**src/rtl/pipe_stage_reg.sv**
```systemverilog
// pipe_stage_reg
//
// One pipeline stage register with valid/ready handshaking. It carries an
// opaque payload (in_data) plus a control field (in_ctrl). The control field
// is forced to zero whenever the stage holds no item, so a bubble can never
// trigger a register write, memory write or IO write further down the pipe.
//
// Optional feature (compile-time macro PIPE_SKID_EN):
//   Undefined (default): no skid buffer, and in_ready = !out_valid || out_ready.
//   Defined: adds a one-entry skid register. in_ready then comes straight
//   from a flop, so the upstream ready path has no combinational logic.
//
// Parameters:
//   DATA_W  payload width
//   CTRL_W  control-bit width (zeroed for bubbles)
//   CNT_W   stall counter width
//
// Ports:
//   clk        clock, rising edge
//   rst        synchronous active-high reset
//   flush      drop the stage contents and any item accepted this cycle
//   in_valid   upstream has an item
//   in_ready   stage can accept an item this cycle
//   in_data    upstream payload
//   in_ctrl    upstream control bits
//   out_valid  stage holds an item
//   out_ready  downstream accepts this cycle
//   out_data   registered payload
//   out_ctrl   registered control bits, zero when out_valid=0
//   stall_cnt  saturating count of back-pressured cycles
module pipe_stage_reg #(
    parameter int DATA_W = 32,
    parameter int CTRL_W = 8,
    parameter int CNT_W  = 8
) (
    input  logic              clk,
    input  logic              rst,
    input  logic              flush,
    input  logic              in_valid,
    output logic              in_ready,
    input  logic [DATA_W-1:0] in_data,
    input  logic [CTRL_W-1:0] in_ctrl,
    output logic              out_valid,
    input  logic              out_ready,
    output logic [DATA_W-1:0] out_data,
    output logic [CTRL_W-1:0] out_ctrl,
    output logic [CNT_W-1:0]  stall_cnt
);

    localparam logic [CNT_W-1:0] CNT_MAX = {CNT_W{1'b1}};
    localparam logic [CNT_W-1:0] CNT_ONE = {{(CNT_W-1){1'b0}}, 1'b1};

    logic in_fire;
    logic out_fire;
    logic stalled;

    // An item offered during a flush is never taken in.
    assign in_fire  = in_valid && in_ready && !flush;
    assign out_fire = out_valid && out_ready;
    assign stalled  = out_valid && !out_ready && !flush;

    // Back-pressure counter. It stops at all-ones rather than wrapping, and
    // only reset clears it, so a flush does not lose the stall history.
    always_ff @(posedge clk) begin
        if (rst) begin
            stall_cnt <= '0;
        end else if (stalled && (stall_cnt != CNT_MAX)) begin
            stall_cnt <= stall_cnt + CNT_ONE;
        end
    end

`ifdef PIPE_SKID_EN

    logic              skid_valid;
    logic [DATA_W-1:0] skid_data;
    logic [CTRL_W-1:0] skid_ctrl;
    logic              in_ready_q;

    assign in_ready = in_ready_q;

    // Main register plus skid entry. The skid only fills while the main
    // register is stalled, so an empty main register implies an empty skid.
    // in_ready_q tracks "skid will be empty after this edge"; it is held low
    // during reset so nothing is accepted until the stage is out of reset.
    always_ff @(posedge clk) begin
        if (rst) begin
            out_valid  <= 1'b0;
            out_data   <= '0;
            out_ctrl   <= '0;
            skid_valid <= 1'b0;
            skid_data  <= '0;
            skid_ctrl  <= '0;
            in_ready_q <= 1'b0;
        end else if (flush) begin
            // out_data is left as is; only the valid flag and the control
            // bits have to go away for the item to become a bubble.
            out_valid  <= 1'b0;
            out_ctrl   <= '0;
            skid_valid <= 1'b0;
            in_ready_q <= 1'b1;
        end else begin
            in_ready_q <= 1'b1;
            if (out_fire) begin
                if (skid_valid) begin
                    // While the skid is full in_ready is low, so no new
                    // item can compete with the skid entry here.
                    out_data   <= skid_data;
                    out_ctrl   <= skid_ctrl;
                    skid_valid <= 1'b0;
                end else if (in_fire) begin
                    out_data <= in_data;
                    out_ctrl <= in_ctrl;
                end else begin
                    out_valid <= 1'b0;
                    out_ctrl  <= '0;
                end
            end else if (!out_valid) begin
                if (in_fire) begin
                    out_valid <= 1'b1;
                    out_data  <= in_data;
                    out_ctrl  <= in_ctrl;
                end
            end else if (in_fire) begin
                skid_valid <= 1'b1;
                skid_data  <= in_data;
                skid_ctrl  <= in_ctrl;
                in_ready_q <= 1'b0;
            end else begin
                in_ready_q <= !skid_valid;
            end
        end
    end

`else

    // Without a skid the stage can take a new item whenever the current one
    // is absent or is leaving this cycle.
    assign in_ready = !out_valid || out_ready;

    // Single holding register. A new item replaces a departing one in the
    // same edge, so back-to-back streaming runs without bubbles.
    always_ff @(posedge clk) begin
        if (rst) begin
            out_valid <= 1'b0;
            out_data  <= '0;
            out_ctrl  <= '0;
        end else if (flush) begin
            out_valid <= 1'b0;
            out_ctrl  <= '0;
        end else if (in_fire) begin
            out_valid <= 1'b1;
            out_data  <= in_data;
            out_ctrl  <= in_ctrl;
        end else if (out_fire) begin
            out_valid <= 1'b0;
            out_ctrl  <= '0;
        end
    end

`endif

endmodule

```
**config.mk**
```make
export PLATFORM = sky130hd
export DESIGN_NAME = pipe_stage_reg
export DESIGN_NICKNAME = d
export VERILOG_FILES = /design/src/rtl/pipe_stage_reg.sv
export SDC_FILE = /design/constraint.sdc
export NUM_CORES = 1
export LEC_CHECK = 0
export BUFFER_PORTS_ARGS = -buffer_cell sky130_fd_sc_hd__buf_2
export CORE_MARGIN = 2
export CORE_UTILIZATION = 25
export DETAILED_ROUTE_END_ITERATION = 16
export GPL_TIMING_DRIVEN = 0
export RECOVER_POWER = 25
export SLEW_MARGIN = 20
export SYNTH_ARGS = -nofsm -noshare
export SYNTH_HDL_FRONTEND = slang
export SYNTH_SLANG_ARGS = --single-unit
```
**constraint.sdc**
```tcl
create_clock -name clk -period 2.9 [get_ports clk]
set_clock_uncertainty 0.05 [all_clocks]
set_input_delay 0.58 -clock clk [delete_from_list [all_inputs] [get_ports clk]]
set_output_delay 0.58 -clock clk [all_outputs]
set_load 0.03 [all_outputs]
```
==> flow_summary.toml, run 1 <==
[status]
outcome = "finished clean"

[clocking]
clk_latency_ns = 0.29
htreeDepth = 2
root_buffer = "clkbuf_8"
post-cts-setup-buffers = 0
numCtsBuffers = 5
ctsHoldBuffers = 0
cts_tree = "yes"
clk_path_buf_depth = 2
path_clk_slew_ns = 0.08
ctsResizeCount = 0
cts.sinks = 49

[setup_path]
critical-path-max-stage-delay_ns = 0.63
cp-endpoint = "stall_cnt[3]$_SDFFE_PP0P_"
rr_worst_depth = 4
worstSetupPathType = "input port to flip-flop"
worst_setup_path_start_kind = "input port"
r2r_slack_ns = 1.04
r2r_end = "stall_cnt[3]$_SDFFE_PP0P_"
crit_path_start = "flush"
r2r_start = "out_valid$_SDFFE_PP0P_"
critPathRequiredTime_ns = 3.07
cpMaxStageDelayCell = "nor3b_1"
worst_ep_arrival_time_ns = 2.09
critPathMaxFanout = 6
end_kind = "flip-flop"
cp_cell_sequence = "clkbuf_1, nor3b_1, nand4_2, or3_1, a21oi_1"

[detailed_routing]
drt_iter0_drc = 36
routed_wl_um = 4840
ant_nets = 0
post_drt_via_cell_ratio = 4.27
avgRoutedWirePerCell_um = 11.6
drc = 0
first_pass_iters = 4
num_vias = 1777

[pwr]
internal_power_mw = 0.943
swShare_pct = 26.1
pwr-share-seq_pct = 55.4
p_per_area_nw_per_um2 = 521
comb_power_share_pct = 13.5
p_sw_mw = 0.334
p_clk_share_pct = 31.1
ir_drop_mv = 0.167
leakage_nw = 1.04

[logic_synthesis]
synth_top_area_share_pct = 54.2
synthesis.area_um2 = 1810
synthCells = 216
synthDistinctLibCells = 29
syn_nets = 262
synthArstFlopShare_pct = 0
synth_common_cells = "nand2_1 (65), dfxtp_1 (49), a21oi_1 (37), nor2_1 (15), a22oi_1 (8)"
yosys-top-cells-area = "dfxtp_1 (54%), nand2_1 (13%), a21oi_1 (10%)"
yosysMostFrequentCell = "nand2_1"
yosysTopAreaCell = "dfxtp_1"
ys.flop_type = "dfxtp_1"
synth.ff_latch_count = 49
yosysWarnings = 0
seq_area_frac_synth_pct = 54.2
synth_edf_count = 0
avgSynthCellArea_um2 = 8.38

[die]
fp.dieH_um = 89.1
die_x_um = 89.1
dieArea_um2 = 7940
io_pins = 95
fp-row-count = 31
start_util_pct = 25.4
core-area_um2 = 7140

[cells_and_area]
multi_input_area_um2 = 759
nFillCells = 804
diodes = 0
fin_nets = 363
final_cell_area_um2 = 2450
drive_above_1_share_pct = 27.1
layout.cells.non_filler = 416
area_growth_pct = 35.5
final-seq-area_um2 = 981

[global_routing]
grt-ovfl-total = 0
grt_usage_pct = 11.8
grt_pass1_wl_um = 7280
grt_max_degree = 14
first_global_vias = 1556
antenna_found_initial = 0

[timing]
setup_viol = 0
setup_tns_ns = 0
rsz0062_at_grt = "no"
finalCriticalPeriod_ns = 1.92
fmax_mhz = 522
tightest_slew_ns = 0.709
hold_viol_final = 0
finalMaxSlewViolations = 0
whs_ns = 0.403
setup_ws_ns = 0.983
slew_headroom_pct = 52.7
finalCritPeriodShare_pct = 66.1

[placement]
gp_congestion = 0.792
dpl_worst_slack_ns = 0.960
numPortBuffers = 94
placed_cell_area_um2 = 2400
dpl.cell_count = 409
dp_hpwl_um = 3650

[job]
cap_viol_max_count = 0

[hold_path]
hold_path_class = "flip-flop to flip-flop"
## power by group through the flow
stage / registers, mW / logic [mW] / clock network (mW)
final: 0.708 / 0.173 / 0.397
after global routing: 0.711 / 0.191 / 0.452
after CTS: 0.708 / 0.181 / 0.423
after detailed placement: 0.724 / 0.180 / 0
after global placement: 0.723 / 0.178 / 0
after floorplan: 0.771 / 0.0583 / 0
## final cells by class
type / count / share of cell area, %
buffer: 12 / 2.09
clock buffer: 7 / 3.52
inverter: 2 / 0.306
multi-input combinational: 153 / 31.0
sequential: 49 / 40.0
tap: 99 / 5.05
timing repair buffer: 94 / 18.1
## sequential cells by signal, indices dropped and copies added, names as in the netlist
| signal | count |
|---|---|
| out_ctrl | 8 |
| out_data | 32 |
| out_valid | 1 |
| stall_cnt | 8 |
## worst min path at each step
stage | start | end | slack (ns) | depth (start not counted)
2_1_floorplan | out_data[0]$_SDFFE_PP0P_ | out_data[0]$_SDFFE_PP0P_ | 0.53 | 2
3_3_place_gp | out_data[23]$_SDFFE_PP0P_ | out_data[23]$_SDFFE_PP0P_ | 0.39 | 2
3_5_place_dp | out_data[13]$_SDFFE_PP0P_ | out_data[13]$_SDFFE_PP0P_ | 0.39 | 2
4_1_cts | out_data[22]$_SDFFE_PP0P_ | out_data[22]$_SDFFE_PP0P_ | 0.41 | 2
5_1_grt | out_data[15]$_SDFFE_PP0P_ | out_data[15]$_SDFFE_PP0P_ | 0.43 | 2
6_report | out_data[22]$_SDFFE_PP0P_ | out_data[22]$_SDFFE_PP0P_ | 0.40 | 2
## stage by stage
step	util, %	total power [mW]
global placement	33.7	0.901
detailed placement	33.7	0.904
floorplan	-	0.829
finish	34.4	1.28
CTS	34.9	1.31
global route	34.4	1.35
## kinds of logic (layout without fill, tap and decap cells)
group,count (synthesis),after routing,synth area share (%)
muxes,1,1,0.553
DFF,49,49,54.2
xor gates and xnor gates,2,2,0.968
buffers and inverters,14,115,3.25
AOI/OAI and AO/OA,54,54,17.0
and+or+nand+nor,95,95,23.4
adders and majority gates,1,1,0.691
## placed cells by master, fill, tap and decap left out, drive strengths merged, types with 2 or more instances in the layout
cell type,netlist,routed
a211oi,4,4
a21oi,37,37
a22oi,8,8
and3,3,3
buf,5,77
clkbuf,7,36
dfxtp,49,49
inv,2,2
nand2,65,65
nand4,2,2
nor2,15,15
nor3b,3,3
o21ai,2,2
xor2,2,2
## worst max-delay path: cells and delay by family
family,cells,cell delay [ns]
AND/OR/NAND/NOR,3,1.24
AO/OA/AOI/OAI,1,0.13
buffers and inverters,1,0.14
## metal layers
layer | routed length, um | global-route usage, %
met5 | 0 | 0
met4 | 44 | 3.39
met2 | 2260 | 18.9
met1 | 2210 | 15.0
met3 | 323 | 3.97
Power figures use the tool's default switching activity.
==> run 2: changes to the inputs <==
==> constraint.sdc (replaced) <==
create_clock -name clk -period 1.7 [get_ports clk]
set_clock_uncertainty 0.05 [all_clocks]
set_input_delay 0.34 -clock clk [delete_from_list [all_inputs] [get_ports clk]]
set_output_delay 0.34 -clock clk [all_outputs]
set_load 0.03 [all_outputs]
==> run 2 against run 1 <==
Sequential power rose by 71%; combinational power rose by 74%; cell count up 0.24%; clock-buffer cell count unchanged; sequential share of layout area down 0.44 points; via count hardly changed; worst hold slack got worse by 0.18 ns; critical path type is now flip-flop to primary output; critical endpoint is now in_ready; highest routed layer unchanged.
==> flow_summary.toml, run 2 (synthesized netlist as in run 1, its figures left out) <==
[status]
outcome = "finished clean"

[timing]
whs_ns = 0.220
tightest_slew_ns = 0.633
finalCriticalPeriod_ns = 1.55
hold_viol_final = 0
finalMaxSlewViolations = 0
setup_ws_ns = 0.150
finalCritPeriodShare_pct = 91.2
fmax_mhz = 645
slew_headroom_pct = 57.8
setup_viol = 0

[die]
die_x_um = 89.1
fp.dieH_um = 89.1
dieArea_um2 = 7940
start_util_pct = 25.4
fp-row-count = 31
core-area_um2 = 7140
io_pins = 95

[pwr]
ir_drop_mv = 0.286
total_power_mw = 2.19
leakage_nw = 1.06
p_per_area_nw_per_um2 = 883

[cells_and_area]
fin_nets = 364
mostFrequentLayoutCell = "buf_2"
largest_register_ffs = 32
top_register = "out_data"
largest_registers = "out_data x32, out_ctrl x8, stall_cnt x8"
drive_above_1_share_pct = 28.3
diodes = 0
area_growth_pct = 37.0
final_cell_mix = "buf_2 (73), nand2_1 (65), dfxtp_1 (49)"

[setup_path]
path_buf_inv = 2
r2r_slack_ns = 0.17
cp_cell_sequence = "nor2b_2, inv_1, buf_2"
critPathMaxFanout = 5
cp-endpoint = "in_ready"
worstSetupPathType = "flip-flop to primary output"
cpMaxStageDelayCell = "dfxtp_1"
critical-path-max-stage-delay_ns = 0.40
end_kind = "primary output"
path_depth = 3
r2r_end = "stall_cnt[3]$_SDFFE_PP0P_"
rr_worst_depth = 4
worst_ep_arrival_time_ns = 1.16
crit_family = "flip-flops"
r2r_start = "out_valid$_SDFFE_PP0P_"
critPathRequiredTime_ns = 1.31
worst_setup_path_start_kind = "flip-flop"
crit_path_start = "out_valid$_SDFFE_PP0P_"

[placement]
gp_congestion = 0.792
numPortBuffers = 94
dp_hpwl_um = 3650
dpl_worst_slack_ns = 0.000435

[job]
cap_viol_max_count = 0

[clocking]
root_buffer = "clkbuf_8"
htreeDepth = 2
ctsHoldBuffers = 0
numCtsBuffers = 5
path_clk_slew_ns = 0.09
clk_path_buf_depth = 2
cts_tree = "yes"
cts.sinks = 49
clk_latency_ns = 0.29

[detailed_routing]
num_vias = 1778
avgRoutedWirePerCell_um = 11.6
ant_nets = 0
drc = 0
post_drt_via_cell_ratio = 4.26
first_pass_iters = 4
routed_wl_um = 4850
drt_iter0_drc = 31

[hold_path]
hold_path_class = "input port to flip-flop"

[global_routing]
antenna_found_initial = 0
first_global_vias = 1556
grt-ovfl-total = 0
grt_max_degree = 14
grt_usage_pct = 11.8
grt_pass1_wl_um = 7280
-- run 2: cell types whose count changed in the layout (fill, tap and decap cells not counted), sizes merged --
cell | previous run | this run
buf | 77 | 74
clkbuf | 36 | 40
-- run 2: power by group --
part	total (mW)	switching, mW	internal (mW)
combinational	0.301	0.199	0.102
clock	0.681	0.358	0.324
sequential	1.21	0.0200	1.19
total	2.19	0.576	1.61
-- run 2: per-layer routing --
layer | vias up | share of wire, % | global-route usage, %
met5 | - | 0 | 0
met4 | 0 | 1.0 | 3.39
met3 | 5 | 6.4 | 3.97
met2 | 55 | 47 | 18.9
met1 | 791 | 45 | 15.0
li1 | 927 | - | -
-- run 2: timing repair --
action                     4_1_cts  5_1_grt
setup endpoints to repair        0       32
buffers inserted                 0        1
resized for setup                0       10
-- run 2: layout make-up --
| type | count | area (um^2) |
|---|---|---|
| Buffer | 12 | 60.1 |
| Clock buffer | 7 | 86.3 |
| Fill cell | 805 | 4660 |
| Inverter | 2 | 7.51 |
| Multi-Input combinational cell | 153 | 773 |
| Sequential cell | 49 | 981 |
| Tap cell | 99 | 124 |
| Timing Repair Buffer | 95 | 448 |
-- run 2: worst min-delay path by stage --
stage                                    from                         to  slack, ns  depth (start not counted)
global placement    out_data[23]$_SDFFE_PP0P_  out_data[23]$_SDFFE_PP0P_       0.39                          2
finish                            in_data[12]  out_data[12]$_SDFFE_PP0P_       0.22                          3
CTS                               in_data[12]  out_data[12]$_SDFFE_PP0P_       0.21                          3
detailed placement  out_data[13]$_SDFFE_PP0P_  out_data[13]$_SDFFE_PP0P_       0.39                          2
floorplan                            in_valid     out_valid$_SDFFE_PP0P_       0.41                          2
global route                       in_data[5]   out_data[5]$_SDFFE_PP0P_       0.21                          3
-- run 2: worst reg2reg max path: cells and delay by family, from the launching register on --
kind / cells / cell delay (ns)
AO/OA/AOI/OAI: 1 / 0.13
flip-flops: 1 / 0.40
AND/OR/NAND/NOR: 3 / 0.89
-- run 2: stage by stage --
stage                      TNS, ns  std cells  cell area [um^2]  util, %
final                            0        417              2480     34.7
after global routing      -0.00295        417              2480     34.7
after CTS                        0        416              2490     34.9
after detailed placement         0        409              2400     33.7
after global placement           0        409              2400     33.7
after floorplan                  0        216              1810        -
==> run 3: changes to the inputs <==
--- a/config.mk
+++ b/config.mk
@@ -5,8 +5,8 @@
 export SDC_FILE = /design/constraint.sdc
 export NUM_CORES = 1
 export LEC_CHECK = 0
-export BUFFER_PORTS_ARGS = -buffer_cell sky130_fd_sc_hd__buf_2
-export CORE_MARGIN = 2
+export BUFFER_PORTS_ARGS = -buffer_cell sky130_fd_sc_hd__clkbuf_2
+export CORE_MARGIN = 4
 export CORE_UTILIZATION = 25
 export DETAILED_ROUTE_END_ITERATION = 16
 export GPL_TIMING_DRIVEN = 0
==> run 3 against run 2 <==
Sequential cell count is the same; worst hold slack lost 0.032 ns; die area rose by 9.2%; cell count fell by 0.72%; first-iteration DRC count is 48% higher; fmax down 1.6%.
==> flow_summary.toml, run 3 (synthesized netlist as in run 1, its figures left out) <==
[status]
outcome = "finished clean"

[setup_path]
cpMaxStageDelayCell = "dfxtp_1"
crit_family = "flip-flops"
worst_setup_path_start_kind = "flip-flop"
path_buf_inv = 2
worstSetupPathType = "flip-flop to primary output"
rr_worst_depth = 6
worst_ep_arrival_time_ns = 1.19
r2r_start = "out_valid$_SDFFE_PP0P_"
critPathMaxFanout = 5
r2r_slack_ns = 0.19
critPathRequiredTime_ns = 1.31
r2r_end = "out_data[7]$_SDFFE_PP0P_"
end_kind = "primary output"
critical-path-max-stage-delay_ns = 0.39
cp_cell_sequence = "nor2b_2, inv_1, clkbuf_2"

[clocking]
cts.sinks = 49
ctsResizeCount = 0
path_clk_slew_ns = 0.10
ctsHoldBuffers = 0
htreeDepth = 2
post-cts-setup-buffers = 0
cts_tree = "yes"
root_buffer = "clkbuf_8"
clk_latency_ns = 0.30
numCtsBuffers = 5
clk_path_buf_depth = 2

[hold_path]
min_delay_worst_endpoint = "out_data[27]$_SDFFE_PP0P_"
hold_path_class = "input port to flip-flop"
min_path_cells = 3
hold_start = "in_data[27]"

[cells_and_area]
area_growth_pct = 36.4
largest_registers = "out_data x32, out_ctrl x8, stall_cnt x8"
final_cell_area_um2 = 2470
final_cell_mix = "clkbuf_2 (73), nand2_1 (65), dfxtp_1 (49)"
diodes = 0
fin_nets = 363
final_util_pct = 35.7
top_register = "out_data"
mostFrequentLayoutCell = "clkbuf_2"
largest_register_ffs = 32
drive_above_1_share_pct = 28.6

[detailed_routing]
first_pass_iters = 4
post_drt_via_cell_ratio = 4.33
drt_iter0_drc = 46
routed_wl_um = 5060
drc = 0
ant_nets = 0
avgRoutedWirePerCell_um = 12.2
num_vias = 1793

[global_routing]
antenna_found_initial = 0
grt-ovfl-total = 0
grt.busiest_layer = "met2"
use_met3_pct = 4.59
first_global_vias = 1586
grt_max_degree = 17
met1_usage_pct = 14.3
grt_pass1_wl_um = 7910
grtUsageMet2_pct = 18.3
grt_usage_pct = 11.5

[die]
fp-row-count = 30
die_x_um = 93.1
io_pins = 95
core-area_um2 = 6910
start_util_pct = 26.2
fp.dieH_um = 93.1
dieArea_um2 = 8670

[pwr]
ir_drop_mv = 0.291
p_per_area_nw_per_um2 = 894
leakage_nw = 1.04

[timing]
tightest_slew_ns = 0.673
finalCritPeriodShare_pct = 92.7
whs_ns = 0.188
rsz0062_at_grt = "no"
setup_tns_ns = 0
slew_headroom_pct = 55.2
finalCriticalPeriod_ns = 1.58
fmax_mhz = 635
hold_viol_final = 0
setup_viol = 0
finalMaxSlewViolations = 0

[placement]
gp_congestion = 0.802
dp_hpwl_um = 3840
numPortBuffers = 94
placed_cell_area_um2 = 2400

[job]
cap_viol_max_count = 0
==> run 3: through the flow <==
stage | cells | setup slack (ns) | total power, mW
after floorplan | 216 | 0.0255 | 1.41
after global placement | 406 | 0.0380 | 1.54
after detailed placement | 406 | 0.0143 | 1.55
after CTS | 414 | 0.0221 | 2.25
after global routing | 414 | 0.0233 | 2.33
final | 414 | 0.124 | 2.21
==> run 3: final cells by class <==
cell class                      instances  area [um^2]
Timing Repair Buffer                   94          440
Clock buffer                            5         68.8
Clock inverter                          3         22.5
Inverter                                2         7.51
Tap cell                               96          120
Fill cell                             793         4440
Sequential cell                        49          981
Multi-Input combinational cell        153          773
Buffer                                 12         55.1
==> run 3: report_power, final <==
group	total, mW	switching (mW)	internal [mW]
combinational	0.299	0.200	0.0994
clock	0.699	0.407	0.293
sequential	1.21	0.0206	1.19
total	2.21	0.627	1.58
==> run 3: metal layers <==
| metal | vias to the layer above | wire (um) |
|---|---|---|
| li1 | 926 | - |
| met1 | 803 | 2270 |
| met2 | 57 | 2310 |
| met3 | 7 | 408 |
| met4 | 0 | 77 |
| met5 | - | 0 |
==> run 3: worst max path at each step <==
stage                                 startpoint                         to  slack [ns]  depth (start not counted)
after floorplan           out_valid$_SDFFE_PP0P_  out_data[10]$_SDFFE_PP0P_        0.03                          6
after global placement                 out_ready  out_data[12]$_SDFFE_PP0P_        0.04                          6
after detailed placement               out_ready  out_data[18]$_SDFFE_PP0P_        0.01                          6
after CTS                 out_valid$_SDFFE_PP0P_                   in_ready        0.02                          3
after global routing      out_valid$_SDFFE_PP0P_  out_data[21]$_SDFFE_PP0P_        0.02                          6
final                     out_valid$_SDFFE_PP0P_                   in_ready        0.12                          3
==> run 3: worst reg2reg max path, stage by stage, from the launching register on <==
cell      delay (ns)
dfxtp_1         0.39
nor2b_2         0.22
inv_1           0.09
nand3b_1        0.19
buf_2           0.27
nand2_1         0.08
a21oi_1         0.15
